<file path="src/rtl/seq_scan_controller.sv">
// Time-shares a bit-serial sequence recognizer across WIDTH-bit words:
// accepts a word, shifts it out MSB-first, counts z pulses, returns the result.
module seq_scan_controller #(
  parameter int unsigned WIDTH = 8,
  parameter int unsigned CNT_W = 4,
  parameter int unsigned POS_W = $clog2(WIDTH)
) (
  input  logic             clock,
  input  logic             reset,
  input  logic             in_valid,
  output logic             in_ready,
  input  logic [WIDTH-1:0] in_data,
  output logic             rec_x,
  output logic             rec_clear,
  input  logic             rec_z,
  output logic             out_valid,
  input  logic             out_ready,
  output logic [CNT_W-1:0] out_count,
  output logic             out_hit,
  output logic [POS_W-1:0] out_first
);

  localparam logic [1:0] S_IDLE  = 2'd0;
  localparam logic [1:0] S_SHIFT = 2'd1;
  localparam logic [1:0] S_DONE  = 2'd2;

  localparam logic [CNT_W-1:0] CNT_MAX  = '1;
  localparam logic [POS_W-1:0] LAST_IDX = POS_W'(WIDTH - 1);

  logic [1:0]       state, state_nxt;
  logic [WIDTH-1:0] shift_reg, shift_nxt;
  logic [POS_W-1:0] idx, idx_nxt;
  logic [CNT_W-1:0] count, count_nxt;
  logic             hit, hit_nxt;
  logic [POS_W-1:0] first, first_nxt;
  logic             in_ready_q;

  // Next-state and datapath update
  always_comb begin
    state_nxt = state;
    shift_nxt = shift_reg;
    idx_nxt   = idx;
    count_nxt = count;
    hit_nxt   = hit;
    first_nxt = first;
    case (state)
      S_IDLE: begin
        if (in_valid) begin
          shift_nxt = in_data;
          idx_nxt   = '0;
          count_nxt = '0;
          hit_nxt   = 1'b0;
          first_nxt = '0;
          state_nxt = S_SHIFT;
        end
      end
      S_SHIFT: begin
        // rec_z belongs to the bit currently on rec_x, i.e. index idx
        if (rec_z) begin
          if (count != CNT_MAX) count_nxt = count + CNT_W'(1);
          if (!hit) begin
            hit_nxt   = 1'b1;
            first_nxt = idx;
          end
        end
        shift_nxt = {shift_reg[WIDTH-2:0], 1'b0};
        idx_nxt   = idx + POS_W'(1);
        if (idx == LAST_IDX) state_nxt = S_DONE;
      end
      S_DONE: begin
        if (out_ready) state_nxt = S_IDLE;
      end
      default: state_nxt = S_IDLE;
    endcase
  end

  // State, datapath and registered output decode
  always_ff @(posedge clock) begin
    if (reset) begin
      state      <= S_IDLE;
      shift_reg  <= '0;
      idx        <= '0;
      count      <= '0;
      hit        <= 1'b0;
      first      <= '0;
      rec_x      <= 1'b0;
      rec_clear  <= 1'b1;
      out_valid  <= 1'b0;
      in_ready_q <= 1'b1;
    end else begin
      state      <= state_nxt;
      shift_reg  <= shift_nxt;
      idx        <= idx_nxt;
      count      <= count_nxt;
      hit        <= hit_nxt;
      first      <= first_nxt;
      rec_x      <= (state_nxt == S_SHIFT) & shift_nxt[WIDTH-1];
      rec_clear  <= (state_nxt != S_SHIFT);
      out_valid  <= (state_nxt == S_DONE);
      in_ready_q <= (state_nxt == S_IDLE);
    end
  end

  // Readiness is suppressed during reset even though IDLE is already held
  assign in_ready  = in_ready_q & ~reset;
  assign out_count = count;
  assign out_hit   = hit;
  assign out_first = first;

endmodule

</file>
<file path="config.mk">
export PLATFORM = sky130hd
export DESIGN_NAME = seq_scan_controller
export DESIGN_NICKNAME = d
export VERILOG_FILES = /design/src/rtl/seq_scan_controller.sv
export SDC_FILE = /design/constraint.sdc
export NUM_CORES = 1
export LEC_CHECK = 0
export ABC_AREA = 1
export ABC_CLOCK_PERIOD_IN_PS = 2260
export BUFFER_PORTS_ARGS = -buffer_cell sky130_fd_sc_hd__buf_2
export CAP_MARGIN = 15
export CORE_UTILIZATION = 25
export DETAILED_ROUTE_END_ITERATION = 10
export HOLD_SLACK_MARGIN = 0.02
export SYNTH_ARGS = -nofsm -noshare
export SYNTH_HDL_FRONTEND = slang
export SYNTH_SLANG_ARGS = --single-unit
</file>
<file path="constraint.sdc">
create_clock -name clock -period 2.26 [get_ports clock]
set_input_delay 0.226 -clock clock [delete_from_list [all_inputs] [get_ports clock]]
set_output_delay 0.226 -clock clock [all_outputs]
set_load 0.02 [all_outputs]
</file>
# Word-level counts from Yosys, hierarchy flattened
# Index checks and enable logic that the tools add are counted.
[totals]
reg_bits = 25
latchBits = 0
ram_bits = 0
mem_bits_ro = 0
word_cells = 52
n_memories = 0
[classes]
add_sub_neg = 2
multipliers = 0
n_div = 0
magnitude_cmp = 0
n_eq_ne = 11
shift = 0
muxes = 18
n_bitwise = 3
n_reduce_logical = 7
[op_table]
columns = ["operator", "count"]
rows = [
  ["$pmux W8 S2", 1],
  ["$mux W4", 3],
  ["$pmux W3 S2", 2],
  ["$mux W3", 3],
  ["$mux W8", 1],
  ["$ne A2 B2 Y1 const B", 4],
  ["$pmux W4 S2", 1],
  ["$reduce_and A4 Y1", 2],
  ["$mux W2", 3],
  ["$pmux W2 S3", 1],
  ["$add A4 B1 Y4 const B", 1],
  ["$eq A2 B1 Y1 const B", 2],
  ["$eq A2 B2 Y1 const B", 2],
  ["$logic_not A2 Y1", 2],
  ["$ne A4 B4 Y1 const B", 1],
  ["$add A3 B1 Y3 const B", 1],
  ["$eq A3 B3 Y1 const B", 1],
  ["$reduce_and A3 Y1", 1],
  ["$and A1 B1 Y1", 2],
  ["$mux W1", 2],
  ["$ne A2 B1 Y1 const B", 1],
  ["$pmux W1 S2", 1],
  ["$reduce_and A2 Y1", 1],
  ["$reduce_bool A2 Y1", 1],
  ["$not A1 Y1", 1],
]

# Logic depth before layout (Yosys ltp)
[logic_depth]
depth_word = 5
depth_mapped = 7

# Worst setup path after synthesis
# OpenSTA, ideal clock, no wires.
[synth_timing]
path_type = "reg2reg"
startpoint = "register count[0], in the netlist out_count[0]"
endpoint = "register count[1], in the netlist out_count[1]"
setup_time_ps = 113
t_arrival_ps = 1151
t_required_ps = 2147
slack_ps = 996
path_stages_with_launch = 8
synth_period_minus_slack_ps = 1264
cell_sequence = "dfxtp_1 -> ha_1 -> nand2_1 -> nand3b_4 -> nand2_1 -> nand2_1 -> nand2_1 -> nor2_1"
[synth_between]
elab_chain_cells = 4
elab_cells_between_ends = 7
[synth_lines]
columns = ["element", "line", "rtl"]
rows = [
  ["from (decl)", "33", "logic [CNT_W-1:0] count, count_nxt;"],
  ["from (signal assigned)", "94", "count <= count_nxt;"],
  ["$add A4 B1 Y4", "60", "if (count != CNT_MAX) count_nxt = count + CNT_W'(1);"],
  ["$mux W4", "60", ""],
  ["$mux W4", "59", "if (rec_z) begin"],
  ["$pmux W4 S2", "46", "case (state)"],
]
# Several ways; a longest one is shown, not always the timed one. The select of a mux whose other input is x is not followed.
# A chain may end at the register's enable or synchronous reset.

# Final worst setup path
[layout_timing]
startpoint = "register state[0]"
endpoint = "register first[1], in the netlist out_first[1]"
[layout_between]
elab_chain_cells = 3
elab_cells_between_ends = 8
[layout_lines]
columns = ["element", "line", "rtl"]
rows = [
  ["from (decl)", "30", "logic [1:0] state, state_nxt;"],
  ["from (signal assigned)", "91", "state <= state_nxt;"],
  ["$eq A2 B1 Y1 / $logic_not A2 Y1 (equally long branches)", "46", ""],
  ["$ne A2 B2 Y1 (no source line) / $reduce_bool A2 Y1 (equally long branches)", "-", ""],
  ["$reduce_and A4 Y1 (no source line)", "-", ""],
  ["to (signal assigned)", "96", "first <= first_nxt;"],
  ["to (decl)", "35", "logic [POS_W-1:0] first, first_nxt;"],
]
# Several ways; a longest one is shown, not always the timed one.

==> qor.txt <==
Vias per inst: 4.419
Hold Path End: shift_reg[0]$_SDFFE_PP0P_
Hold path startpoint: in_data[0]
Yosys reg bits: 25
Post-synthesis cell count: 153
Final nets: 194
CTS resizes: 0
Global route overflow: 0
Post-route clock period utilization: 60.83%
Final Skew: 1.549 ps
Final HPWL DP: 1660 um
DRT antenna net count: 0
Die Area: 4818 um^2
CP cell instances: o21ai_2, nor2_4, nand2_1, nand2_1, nand2_1, nor2_1
1st-iter DRT viols: 54
Yosys warns: 0
Placement Rows: 24
Vias in the first global route: 839
ANT cells: 0
Total CTS buffers: 3
Seq/Total Area, Yosys: 44.05%
Highest net fanout along the worst path: 11
Crit Path Category: reg2reg
Drt total wl: 2338 um
HP Class: in2reg
First-pass GRT wire length: 3795 um
Slowest CP cell: o21ai_2
Vias post-DR: 1012
Port bufs: 24
Avg Cell Area, Syn: 7.425 um^2
Register share of total power: 54.6%
Combinational power share: 15.1%
Root Buffer: clkbuf_8
R2R Setup Slk: 890 ps
Placer Congestion: 0.7392
Cell mode on critical path: nand2_1
CTS tree: built
Initial Utilization: 26.09%
DRC violations left: 0
Reg2reg start: state[0]$_SDFF_PP0_
Count of cell types in the netlist: 25
GRT Overall Usage: 9.806%
Req. time, crit path: 2430 ps
Total core area: 4354 um^2
Initial DRT Pass Iterations: 4
H-tree depth: 1
P&R area growth vs syn: 17.62%
Max incr delay on CP: 480 ps
Share of cells above drive strength 1: 21.47%
Slew headroom: 64.04%
Initial antenna violation count: 0
Outcome: complete, no violations
Total clock sinks: 25
Tmin final: 1375 ps
Sw Ratio: 27.93%
Hold buffer count at cts: 0
FF-to-FF End: out_first[1]$_SDFFE_PP0P_
RSZ-0062 raised after global routing: no
Post-CTS setup buffer count: 0
Worst slew pin tran: 539.3 ps
Die Span Y: 69.41 um
Setup Viol. Count Final: 0
P_sw: 246.1 uW
Layout Utilization: 30.69%
Post-Syn Area: 1136 um^2
Final TNS setup: 0 ps
WP data arrival: 1550 ps
Max clock buf depth: 2
Hold path depth: 3
Clock Latency Late Sink: 270 ps
Clock share of power: 30.3%
Worst path bufs/invs: 0
Cell Pwr Density: 659.3 nW/um^2
Critical Path Source Type: flop
Internal power: 635.0 uW
Worst R2R Path Depth: 6
Reg clk slew, reported paths: 90 ps
Synth Net Count: 169
Final-report max-slew violation count: 0
Peak Freq: 727.4 MHz
Total Power: 881.0 uW
Largest net degree at the start of global routing: 17
Die width: 69.41 um
Top delay family on crit path: compound AO/OA/AOI/OAI gates
Static leakage: 0.0006051 uW
CP Capture Type: flop
Final Hold Viols: 0
DR WL/cell: 10.21 um
Largest register FFs: 8
IO Count: 25
Maximum vdd drop: 0.4043 mV
Max-cap violations: 0
-- power groups by stage --
stage	sequential, uW	combinational (uW)	clock, uW
global route	484	150	298
CTS	481	136	278
global placement	491	134	0
finish	481	133	267
detailed placement	491	135	0
floorplan	501	86.7	0
-- routing by layer --
metal	share of wire, %	GRT usage, %
met1	47	12.65
met2	47	15.53
met3	5.7	3.779
met4	0.77	2.041
met5	0	0
-- through the flow --
stage          cells  cell area [um^2]  setup slack (ps)  hold WS, ps
4_1_cts          229              1336             879.4        220.6
3_3_place_gp     225              1290             891.0        459.8
2_1_floorplan    153              1136             996.4        295.4
3_5_place_dp     225              1290             862.6        462.2
6_report         229              1336             885.3        223.1
5_1_grt          229              1336             736.7        235.6
-- cells by family after synthesis --
| logic type | share of synthesized area, % |
|---|---|
| DFF | 44.05 |
| AOI/OAI and AO/OA | 11.56 |
| adders and majority gates | 3.304 |
| buffers and inverters | 8.369 |
| and+or+nand+nor | 32.71 |
-- layout by cell type, fill, tap and decap left out, types with 2 or more instances in the layout --
cell / Yosys / final
inv_1: 14 / 14
nand2_1: 42 / 42
dfxtp_1: 25 / 25
a31oi_1: 6 / 6
nand3_1: 12 / 12
a21oi_1: 9 / 9
clkbuf_8: 0 / 3
inv_2: 2 / 2
o21ai_0: 3 / 3
ha_1: 3 / 3
nor2_1: 19 / 19
buf_2: 1 / 24
o21ai_1: 2 / 2
nand2_2: 2 / 2
-- cell type report --
| cell class | count | area [um^2] |
|---|---|---|
| Fill cell | 463 | 3018 |
| Sequential cell | 25 | 500.5 |
| Timing Repair Buffer | 24 | 120.1 |
| Tap cell | 52 | 65.06 |
| Inverter | 17 | 63.81 |
| Clock inverter | 1 | 5.005 |
| Multi-Input combinational cell | 107 | 540.5 |
| Clock buffer | 3 | 41.29 |
-- Yosys cell counts, drive strengths merged --
| cell | n | area (um^2) |
|---|---|---|
| nand2 | 44 | 170.2 |
| dfxtp | 25 | 500.5 |
| nor2 | 22 | 108.9 |
| inv | 16 | 60.06 |
| nand3 | 12 | 60.06 |
| a21oi | 10 | 53.80 |
| a31oi | 6 | 37.54 |
| o21ai | 6 | 33.78 |
| buf | 3 | 27.52 |
| ha | 3 | 37.54 |
| clkbuf | 1 | 3.750 |
| clkinv | 1 | 3.750 |
| nand3b | 1 | 20.02 |
| nand4 | 1 | 6.260 |
| o22ai | 1 | 6.260 |
| or2 | 1 | 6.260 |
-- worst reg2reg max path, delay by kind of cell, from the launching register on --
family | cells | cell delay [ps]
AO/OA/AOI/OAI | 1 | 480
flip-flops | 1 | 370
AND/OR/NAND/NOR | 5 | 430
-- worst max-delay path by stage --
stage / startpoint / endpoint / slack (ps) / cells after the start
after detailed placement: in_valid / out_first[1]$_SDFFE_PP0P_ / 860 / 7
after CTS: state[0]$_SDFF_PP0_ / out_first[1]$_SDFFE_PP0P_ / 880 / 6
after floorplan: out_count[0]$_SDFFE_PP0P_ / out_count[1]$_SDFFE_PP0P_ / 1000 / 7
after global routing: state[0]$_SDFF_PP0_ / out_first[1]$_SDFFE_PP0P_ / 740 / 6
final: state[0]$_SDFF_PP0_ / out_first[1]$_SDFFE_PP0P_ / 890 / 6
after global placement: in_valid / out_first[1]$_SDFFE_PP0P_ / 890 / 7
Power figures use the tool's default switching activity.
